--- src/rtl/mips_pkg.sv ---
// Shared definitions for the multicycle MIPS control path.
// Holds the controller state enum, opcode/funct constants and the
// encodings of the ALU, next-PC, ALU-B and shift selects.
package mips_pkg;

  typedef enum logic [3:0] {
    StFetch,
    StDecode,
    StMemAdr,
    StMemRd,
    StMemWb,
    StMemWr,
    StRtypeEx,
    StRtypeWb,
    StBranchEx,
    StImmEx,
    StImmWb,
    StJEx
  } state_e;

  // Opcodes
  localparam logic [5:0] OpRtype = 6'b000000;
  localparam logic [5:0] OpLw    = 6'b100011;
  localparam logic [5:0] OpSw    = 6'b101011;
  localparam logic [5:0] OpBeq   = 6'b000100;
  localparam logic [5:0] OpBne   = 6'b000101;
  localparam logic [5:0] OpAddi  = 6'b001000;
  localparam logic [5:0] OpAndi  = 6'b001100;
  localparam logic [5:0] OpOri   = 6'b001101;
  localparam logic [5:0] OpJ     = 6'b000010;

  // R-type shift functs
  localparam logic [5:0] FunctSll = 6'b000000;
  localparam logic [5:0] FunctSrl = 6'b000010;
  localparam logic [5:0] FunctSra = 6'b000011;

  // aluctl encodings
  localparam logic [2:0] AluAdd   = 3'b000;
  localparam logic [2:0] AluSub   = 3'b001;
  localparam logic [2:0] AluFunct = 3'b010;
  localparam logic [2:0] AluAnd   = 3'b011;
  localparam logic [2:0] AluOr    = 3'b100;

  // pcsrc encodings
  localparam logic [1:0] PcAlu    = 2'b00;
  localparam logic [1:0] PcAluOut = 2'b01;
  localparam logic [1:0] PcJump   = 2'b10;

  // alusrcb encodings
  localparam logic [1:0] SrcBReg   = 2'b00;
  localparam logic [1:0] SrcBFour  = 2'b01;
  localparam logic [1:0] SrcBImm   = 2'b10;
  localparam logic [1:0] SrcBImmSh = 2'b11;

  // Register file shift modes
  localparam logic [1:0] ShNone = 2'b00;
  localparam logic [1:0] ShSll  = 2'b01;
  localparam logic [1:0] ShSrl  = 2'b10;
  localparam logic [1:0] ShSra  = 2'b11;

  function automatic logic [1:0] shift_of(logic [5:0] funct);
    logic [1:0] sh;
    case (funct)
      FunctSll: sh = ShSll;
      FunctSrl: sh = ShSrl;
      FunctSra: sh = ShSra;
      default:  sh = ShNone;
    endcase
    return sh;
  endfunction

endpackage

--- src/rtl/memwait_cnt.sv ---
// Memory wait counter.
// Counts cycles in which an outstanding memory access is not answered.
// Ports:
//   clk, reset : clock, synchronous active-low reset
//   clr        : restart the count (state entry)
//   inc        : one more unanswered cycle
//   lim        : number of unanswered cycles tolerated
//   cnt        : current count
//   expired    : this unanswered cycle brings the count to lim
module memwait_cnt #(
  parameter int unsigned Width = 4
) (
  input  logic             clk,
  input  logic             reset,
  input  logic             clr,
  input  logic             inc,
  input  logic [Width-1:0] lim,
  output logic [Width-1:0] cnt,
  output logic             expired
);

  localparam logic [Width-1:0] CntOne = Width'(1);

  logic [Width-1:0] cnt_q, cnt_d;

  always_comb begin
    cnt_d = cnt_q;
    if (clr) begin
      cnt_d = '0;
    end else if (inc) begin
      cnt_d = cnt_q + CntOne;
    end
  end

  always_ff @(posedge clk) begin
    if (!reset) begin
      cnt_q <= '0;
    end else begin
      cnt_q <= cnt_d;
    end
  end

  assign cnt     = cnt_q;
  // Fires in the cycle whose increment would reach lim; a ready memory never increments.
  assign expired = inc && (cnt_q == lim - CntOne);

endmodule

--- src/rtl/multicycle_ctrl.sv ---
// Multicycle MIPS controller.
// Moore FSM sequencing fetch/decode/execute/memory/write-back for lw, sw,
// R-type, beq, bne, addi, andi, ori and j, with a bounded memory wait.
// Ports:
//   clk, reset        : clock, synchronous active-low reset
//   op, funct, zero   : instruction fields (from IR) and ALU zero flag
//   mem_ready         : memory completes the current access this cycle
//   pc_hold           : PC enable, 0 = load, 1 = hold
//   iord, mem_req, memwrite, irwrite : memory side controls
//   regdst, memtoreg, regwrite, shift : register file controls
//   alusrca, alusrcb, extsel, aluctl  : ALU controls
//   pcsrc             : next-PC select
//   illegal, timeout  : one-cycle error pulses
module multicycle_ctrl
  import mips_pkg::*;
#(
  parameter int unsigned MAX_WAIT = 15
) (
  input  logic       clk,
  input  logic       reset,
  input  logic [5:0] op,
  input  logic [5:0] funct,
  input  logic       zero,
  input  logic       mem_ready,
  output logic       pc_hold,
  output logic       iord,
  output logic       mem_req,
  output logic       memwrite,
  output logic       irwrite,
  output logic       regdst,
  output logic       memtoreg,
  output logic       regwrite,
  output logic [1:0] shift,
  output logic       alusrca,
  output logic [1:0] alusrcb,
  output logic       extsel,
  output logic [2:0] aluctl,
  output logic [1:0] pcsrc,
  output logic       illegal,
  output logic       timeout
);

  localparam int unsigned      CntW    = $clog2(MAX_WAIT + 1);
  localparam logic [CntW-1:0]  WaitLim = CntW'(MAX_WAIT);

  state_e          state_q, state_d;
  logic            in_wait, tmo, op_known;
  logic            pcwrite, beq_st, bne_st;
  logic            cnt_clr, cnt_inc;
  logic [CntW-1:0] wait_cnt;
  logic            unused_wait_cnt;

  assign in_wait  = state_q inside {StFetch, StMemRd, StMemWr};
  assign op_known = op inside {OpLw, OpSw, OpRtype, OpBeq, OpBne, OpAddi, OpAndi, OpOri, OpJ};
  assign cnt_inc  = in_wait & ~mem_ready;
  // A timed-out fetch stays in Fetch but counts as a fresh entry.
  assign cnt_clr  = (state_d != state_q) | tmo | ~in_wait;

  memwait_cnt #(
    .Width(CntW)
  ) u_memwait_cnt (
    .clk    (clk),
    .reset  (reset),
    .clr    (cnt_clr),
    .inc    (cnt_inc),
    .lim    (WaitLim),
    .cnt    (wait_cnt),
    .expired(tmo)
  );

  // The count itself is only of debug interest here.
  assign unused_wait_cnt = ^wait_cnt;

  always_comb begin
    state_d = state_q;
    unique case (state_q)
      StFetch: begin
        if (mem_ready) begin
          state_d = StDecode;
        end
      end
      StDecode: begin
        case (op)
          OpLw, OpSw:             state_d = StMemAdr;
          OpRtype:                state_d = StRtypeEx;
          OpBeq, OpBne:           state_d = StBranchEx;
          OpAddi, OpAndi, OpOri:  state_d = StImmEx;
          OpJ:                    state_d = StJEx;
          default:                state_d = StFetch;
        endcase
      end
      StMemAdr:   state_d = (op == OpSw) ? StMemWr : StMemRd;
      StMemRd: begin
        if (mem_ready) begin
          state_d = StMemWb;
        end else if (tmo) begin
          state_d = StFetch;
        end
      end
      StMemWr: begin
        if (mem_ready || tmo) begin
          state_d = StFetch;
        end
      end
      StRtypeEx:  state_d = StRtypeWb;
      StImmEx:    state_d = StImmWb;
      StMemWb, StRtypeWb, StBranchEx, StImmWb, StJEx: state_d = StFetch;
      default:    state_d = StFetch;
    endcase
  end

  always_ff @(posedge clk) begin
    if (!reset) begin
      state_q <= StFetch;
    end else begin
      state_q <= state_d;
    end
  end

  always_comb begin
    iord     = 1'b0;
    mem_req  = 1'b0;
    memwrite = 1'b0;
    irwrite  = 1'b0;
    regdst   = 1'b0;
    memtoreg = 1'b0;
    regwrite = 1'b0;
    shift    = ShNone;
    alusrca  = 1'b0;
    alusrcb  = SrcBReg;
    extsel   = 1'b0;
    aluctl   = AluAdd;
    pcsrc    = PcAlu;
    illegal  = 1'b0;
    timeout  = 1'b0;
    pcwrite  = 1'b0;
    beq_st   = 1'b0;
    bne_st   = 1'b0;
    // Everything stays quiet while reset is held.
    if (reset) begin
      unique case (state_q)
        StFetch: begin
          mem_req = ~tmo;
          alusrcb = SrcBFour;
          irwrite = mem_ready;
          pcwrite = mem_ready;
          timeout = tmo;
        end
        StDecode: begin
          alusrcb = SrcBImmSh;
          illegal = ~op_known;
        end
        StMemAdr: begin
          alusrca = 1'b1;
          alusrcb = SrcBImm;
        end
        StMemRd: begin
          iord    = 1'b1;
          mem_req = ~tmo;
          timeout = tmo;
        end
        StMemWr: begin
          iord     = 1'b1;
          mem_req  = ~tmo;
          memwrite = ~tmo;
          timeout  = tmo;
        end
        StMemWb: begin
          regwrite = 1'b1;
          memtoreg = 1'b1;
        end
        StRtypeEx: begin
          alusrca = 1'b1;
          aluctl  = AluFunct;
        end
        StRtypeWb: begin
          regwrite = 1'b1;
          regdst   = 1'b1;
          shift    = shift_of(funct);
        end
        StBranchEx: begin
          alusrca = 1'b1;
          aluctl  = AluSub;
          pcsrc   = PcAluOut;
          beq_st  = (op == OpBeq);
          bne_st  = (op == OpBne);
        end
        StImmEx: begin
          alusrca = 1'b1;
          alusrcb = SrcBImm;
          case (op)
            OpAndi: begin
              aluctl = AluAnd;
              extsel = 1'b1;
            end
            OpOri: begin
              aluctl = AluOr;
              extsel = 1'b1;
            end
            default: aluctl = AluAdd;
          endcase
        end
        StImmWb: regwrite = 1'b1;
        StJEx: begin
          pcwrite = 1'b1;
          pcsrc   = PcJump;
        end
        default: ;
      endcase
    end
  end

  // Branch resolution needs the live zero flag, so pc_hold is not registered.
  assign pc_hold = ~(pcwrite | (beq_st & zero) | (bne_st & ~zero));

endmodule

--- config.mk ---
export PLATFORM = sky130hd
export DESIGN_NAME = multicycle_ctrl
export DESIGN_NICKNAME = d
export VERILOG_FILES = /design/src/rtl/mips_pkg.sv /design/src/rtl/memwait_cnt.sv /design/src/rtl/multicycle_ctrl.sv
export SDC_FILE = /design/constraint.sdc
export NUM_CORES = 1
export LEC_CHECK = 0
export BUFFER_PORTS_ARGS = -buffer_cell sky130_fd_sc_hd__buf_2
export CAP_MARGIN = 10
export CELL_PAD_IN_SITES_DETAIL_PLACEMENT = 1
export CELL_PAD_IN_SITES_GLOBAL_PLACEMENT = 1
export CORE_MARGIN = 8
export CORE_UTILIZATION = 32
export CTS_BUF_LIST = sky130_fd_sc_hd__clkbuf_16
export DETAILED_ROUTE_END_ITERATION = 8
export GPL_TIMING_DRIVEN = 0
export HOLD_SLACK_MARGIN = 0.03
export PLACE_DENSITY_LB_ADDON = 0.1
export SLEW_MARGIN = 15
export SYNTH_ARGS = -nofsm -noshare
export SYNTH_HDL_FRONTEND = slang
export SYNTH_SLANG_ARGS = --single-unit
--- constraint.sdc ---
create_clock -name clk -period 2.3 [get_ports clk]
set_input_delay 0.46 -clock clk [delete_from_list [all_inputs] [get_ports clk]]
set_output_delay 0.46 -clock clk [all_outputs]
set_load 0.02 [all_outputs]
# Yosys cells after proc, flatten, opt, wreduce, memory -nomap -nowiden
# Index checks and enable logic that the tools add are counted.
word_totals:
  register_bits: 8
  in_bits: 16
  output_inout_bits: 21
  elab_cells: 103
classes:
  n_addsub: 1
  n_eq_ne: 23
  n_mux: 46
  bitwise_logic: 14
  n_reduce_logical: 17
op_table:
  columns: ["op", "n"]
  rows:
  - ["$mux W1", 28]
  - ["$pmux W4 S7", 1]
  - ["$eq A4 B4 Y1 const B", 5]
  - ["$pmux W4 S5", 1]
  - ["$eq A6 B2 Y1 const B", 3]
  - ["$eq A6 B4 Y1 const B", 3]
  - ["$eq A4 B3 Y1 const B", 4]
  - ["$mux W4", 4]
  - ["$eq A6 B3 Y1 const B", 2]
  - ["$eq A6 B6 Y1 const B", 2]
  - ["$logic_not A6 Y1", 2]
  - ["$pmux W2 S3", 2]
  - ["$reduce_or A2 Y1", 6]
  - ["$pmux W3 S3", 1]
  - ["$reduce_bool A9 Y1", 1]
  - ["$reduce_or A3 Y1", 3]
  - ["$eq A4 B2 Y1 const B", 2]
  - ["$mux W2", 4]
  - ["$not A1 Y1", 7]
  - ["$mux W3", 2]
  - ["$pmux W3 S2", 1]
  - ["$add A4 B1 Y4 const B", 1]
  - ["$eq A4 B1 Y1 const B", 1]
  - ["$logic_not A4 Y1", 1]
  - ["9 further kinds", 14]

# Longest topological paths before layout
logic_depth:
  ltp_word: 11
  ltp_mapped: 7
  mapped_depth_nobuf: 7

# Hierarchy
# From an unflattened synthesis, not the netlist that was laid out.
unflattened:
  hier_cells: 134
  hier_area_um2: 962.2
by_module_without_submodules:
  columns: ["module", "n_inst", "cells_each", "area_each_um2", "seq_area_each_um2"]
  rows:
  - ["multicycle_ctrl", 1, 107, 698.2, 80.1]
  - ["memwait_cnt", 1, 27, 264.0, 80.1]

# Worst setup path before layout
# No wires, ideal clock.
synth_path:
  kind: "input to output"
  startpoint: "input op[0]"
  endpoint: "output illegal"
  t_arrival_ns: 1.993
  required_time_ns: 1.840
  path_slack_ns: -0.153
  path_stages: 5
  n_path_buf: 1
  cell_sequence: "buf_2 -> nor2b_1 -> o21bai_1 -> a211oi_1 -> a2111oi_0"
synth_via:
  elab_chain_len: 5
  word_cells_on_any_way: 13
  classes_between: "eq/ne: 8; mux: 2; bitwise: 1; reduce/logical: 2"
synth_lines:
  columns: ["item", "line", "rtl"]
  rows:
  - ["from (decl)", "multicycle_ctrl.sv:21", "input logic [5:0] op,"]
  - ["$eq A6 B6 Y1, or another cell as far along", "multicycle_ctrl.sv:54", "assign op_known = op inside {OpLw, OpSw, OpRtype, OpBeq, OpBne, OpAddi, OpAndi, OpOri, OpJ};"]
  - ["$reduce_bool A9 Y1 *", "multicycle_ctrl.sv:54", null]
  - ["$not A1 Y1 *", "multicycle_ctrl.sv:151", "illegal = ~op_known;"]
  - ["$mux W1 *", "multicycle_ctrl.sv:141", "unique case (state_q)"]
  - ["$mux W1 *", "multicycle_ctrl.sv:140", "if (reset) begin"]
  - ["to (decl)", "multicycle_ctrl.sv:39", "output logic illegal,"]
# Every way passes the cells marked *; elsewhere a longest branch is shown, timed or not.

# Worst setup path in the final report
layout_path:
  startpoint: "input op[1]"
  endpoint: "output aluctl[1]"
layout_via:
  elab_chain_len: 4
  word_cells_on_any_way: 5
  classes_between: "eq/ne: 2; mux: 3"
layout_lines:
  columns: ["item", "line", "rtl"]
  rows:
  - ["$eq A6 B4 Y1", "multicycle_ctrl.sv:191", "case (op)"]
  - ["$pmux W3 S2 *", "multicycle_ctrl.sv:191", null]
  - ["$pmux W3 S3 *", "multicycle_ctrl.sv:141", null]
  - ["$mux W3 *", "multicycle_ctrl.sv:140", null]
  - ["to (decl)", "multicycle_ctrl.sv:37", "output logic [2:0] aluctl,"]
# Marks and branches as above.

==> run summary <==
Per-cell routed wire length: 16.9 um
Die width: 69.3 um
CP Capture Type: output pin
Maximum fanout along the worst path: 6
Fin util: 0.465
Slowest stage delay, CP: 0.24 ns
Fin crit period: 2.20 ns
Critical Path Source Type: primary input
Hold Startpoint: u_memwait_cnt.cnt[1]
Synth top cells by count: nor2_1 (21), nand2b_1 (9), dfxtp_1 (8), nor2b_1 (7), nor3_1 (7)
Clock-pin slew on the worst setup and hold paths: 0.04 ns
Status: complete, no violations
Least-Margin Pin Slew: 0.429 ns
Net count, final: 190
First-pass GRT wire length: 5890 um
Clock buffer depth: 2
Post-synthesis simple-gate area fraction: 0.398
Synth area leader: dfxtp_1
Count leader, synth: nor2_1
Achievable frequency: 0.454 GHz
Starting DRC count in detailed routing: 32
Worst slack at placement: -0.0550 ns
Antenna diode count: 0
WHS Endpoint: u_memwait_cnt.cnt[1]
CP delay by family, top: simple AND/OR/NAND/NOR gates
GR Overflow Total: 0
Clock sinks: 8
Xor/xnor cell area share of the yosys netlist: 0.0675
Worst Hold Path Cells: 2
Yosys Warn Count: 0
Placed cells: 195
Core Area: 2730 um2
Type of the most critical hold path: reg -> reg
Worst R2R Path Depth: 7
Remaining DRCs: 0
EDFF count, synth: 0
RSZ-0062 raised after global routing: no
Pwr dens: 447 nW/um2
Leakage: 0.554 nW
CTS tree: built
Syn Inst Count: 129
Reg2reg end: u_memwait_cnt.cnt[1]
HPWL Detailed: 2640 um
Share of layout cells above drive strength 1: 0.347
Hold Fails Final Rpt: 0
Vias: 1134
FP Rows: 19
Post-Syn Area: 908 um2
Mux cell area share after synthesis: 0
Initial core utilization: 0.332
Final worst slack: 0.0963 ns
Synthesized-area fraction occupied by adder cells: 0.0275
Syn nets: 147
Die area: 4800 um2
Hold buffers post-CTS: 0
Drt total wl: 3410 um
RR Startpoint: u_memwait_cnt.cnt[0]
Pins Over Slew Limit: 0
Yosys top cell area share: 0.176
Cells along the critical path: buf_2 > nor3_4 > and4_1 > nand3_1 > or2_1 > a21oi_1 > buf_4
Synth area leaders: dfxtp_1 (18%), nor2_1 (8.7%), nand2b_1 (6.2%)
CTS Buf Count: 3
I/O pins: 37
Max_slew headroom: 0.711
First-pass DRT Iterations: 4
CP Buf/Inv Count: 2
Pin count of the biggest net entering global routing: 11
I/O Buffers: 35
Register bit total from synthesis: 8
Main synth FF type: dfxtp_1
Placer Congestion: 0.796
VDD IR max: 489 uV
H-tree depth: 1
Clk_skew: 0.000729 ns
Dpl cell area: 1120 um2
CTS Root Cell: clkbuf_16
Clk_lat worst skew: 0.23 ns
Final worst path period share: 0.958
Syn_area_per_cell: 7.04 um2
Main combinational cell family by area after synthesis: simple AND/OR/NAND/NOR gates
Non-filler instance count after layout: 201
Vias/cell: 5.64
Final Instance Area: 1270 um2
Area Overhead vs Synth: 39.9%
DRT antenna net count: 0
Die H: 69.3 um
Vias in the first global route: 1244
Max_cap viols: 0
Data required time of the worst path: 1.84 ns
Netlist cell types: 41
GRT Util Overall: 0.139
Critical path type: in -> out
Compound-cell area share of the yosys netlist: 0.287
Initial antenna violation count: 0
Post-synth ARST share: 0
Flop2flop setup slack: 0.57 ns
Endpoints failing setup: 0
Crit path DAT: 1.74 ns
Slowest-stage cell, CP: and4_1
Seq/Total Area, Yosys: 0.176
## flip-flops by register name (all words and copies together) (netlist names)
signal and flops:
u_memwait_cnt.cnt 4, state_q 4
## per-layer routing
metal | track usage | vias to the layer above | part of all wire
li1 | - | 555 | -
met1 | 0.155 | 543 | 0.44
met2 | 0.245 | 28 | 0.49
met3 | 0.0401 | 8 | 0.058
met4 | 0.0456 | 0 | 0.019
met5 | 0 | - | 0
## cell usage in the layout (no fill, tap or decap), types with 5 or more instances in the layout
master,n
nand3_1,6
and3_1,5
nand2b_1,8
dfxtp_1,6
nor2b_1,7
buf_2,35
nor2_1,19
nor3_1,5
## logic make-up (layout without fill, tap and decap cells)
kind of cell,Yosys count,in the layout
AO/OA/AOI/OAI,32,32
buffers and inverters,10,51
AND/OR/NAND/NOR,70,70
flip-flops,8,8
adder cells (fa/ha/maj),2,2
XOR/XNOR,7,7
## worst max path at each step
stage / start / endpoint / cells past startpoint
2_1_floorplan: op[0] / illegal / 5
3_3_place_gp: op[1] / aluctl[1] / 7
3_5_place_dp: op[1] / aluctl[1] / 7
4_1_cts: state_q[3] / aluctl[2] / 7
5_1_grt: state_q[1] / illegal / 5
6_report: op[1] / aluctl[1] / 7
## power breakdown
group,switching [mW],internal (mW),total [mW]
Clock,0.0702,0.224,0.295
Sequential,0.00472,0.144,0.148
Combinational,0.0750,0.0502,0.125
Total,0.150,0.418,0.568
## tightest hold or removal path, stage by stage (launching register included)
cell      delay (ns)
dfxtp_1         0.33
nor2_1          0.11
a211oi_1        0.05
## timing repair
action | 4_1_cts | 5_1_grt
setup buffers | 0 | 3
endpoints found under the setup margin | 7 | 10
gates resized for setup | 7 | 12
pin swaps | 1 | 2
## area by class of cell
cell class / count / area [um2]
Fill cell: 352 / 1460
Multi-Input combinational cell: 111 / 742
Timing Repair Buffer: 38 / 200
Sequential cell: 8 / 163
Clock buffer: 3 / 75.1
Tap cell: 31 / 38.8
Buffer: 6 / 37.5
Inverter: 4 / 15.0
## through the flow
stage	setup TNS (ns)	hold slack (ns)	power, mW
2_1_floorplan	0	0.503	0.219
3_3_place_gp	-0.0151	0.516	0.261
3_5_place_dp	-0.0876	0.540	0.263
4_1_cts	0	0.542	0.562
5_1_grt	0	0.563	0.594
6_report	0	0.538	0.568
Note: power is estimated with default switching activity, not from simulation.
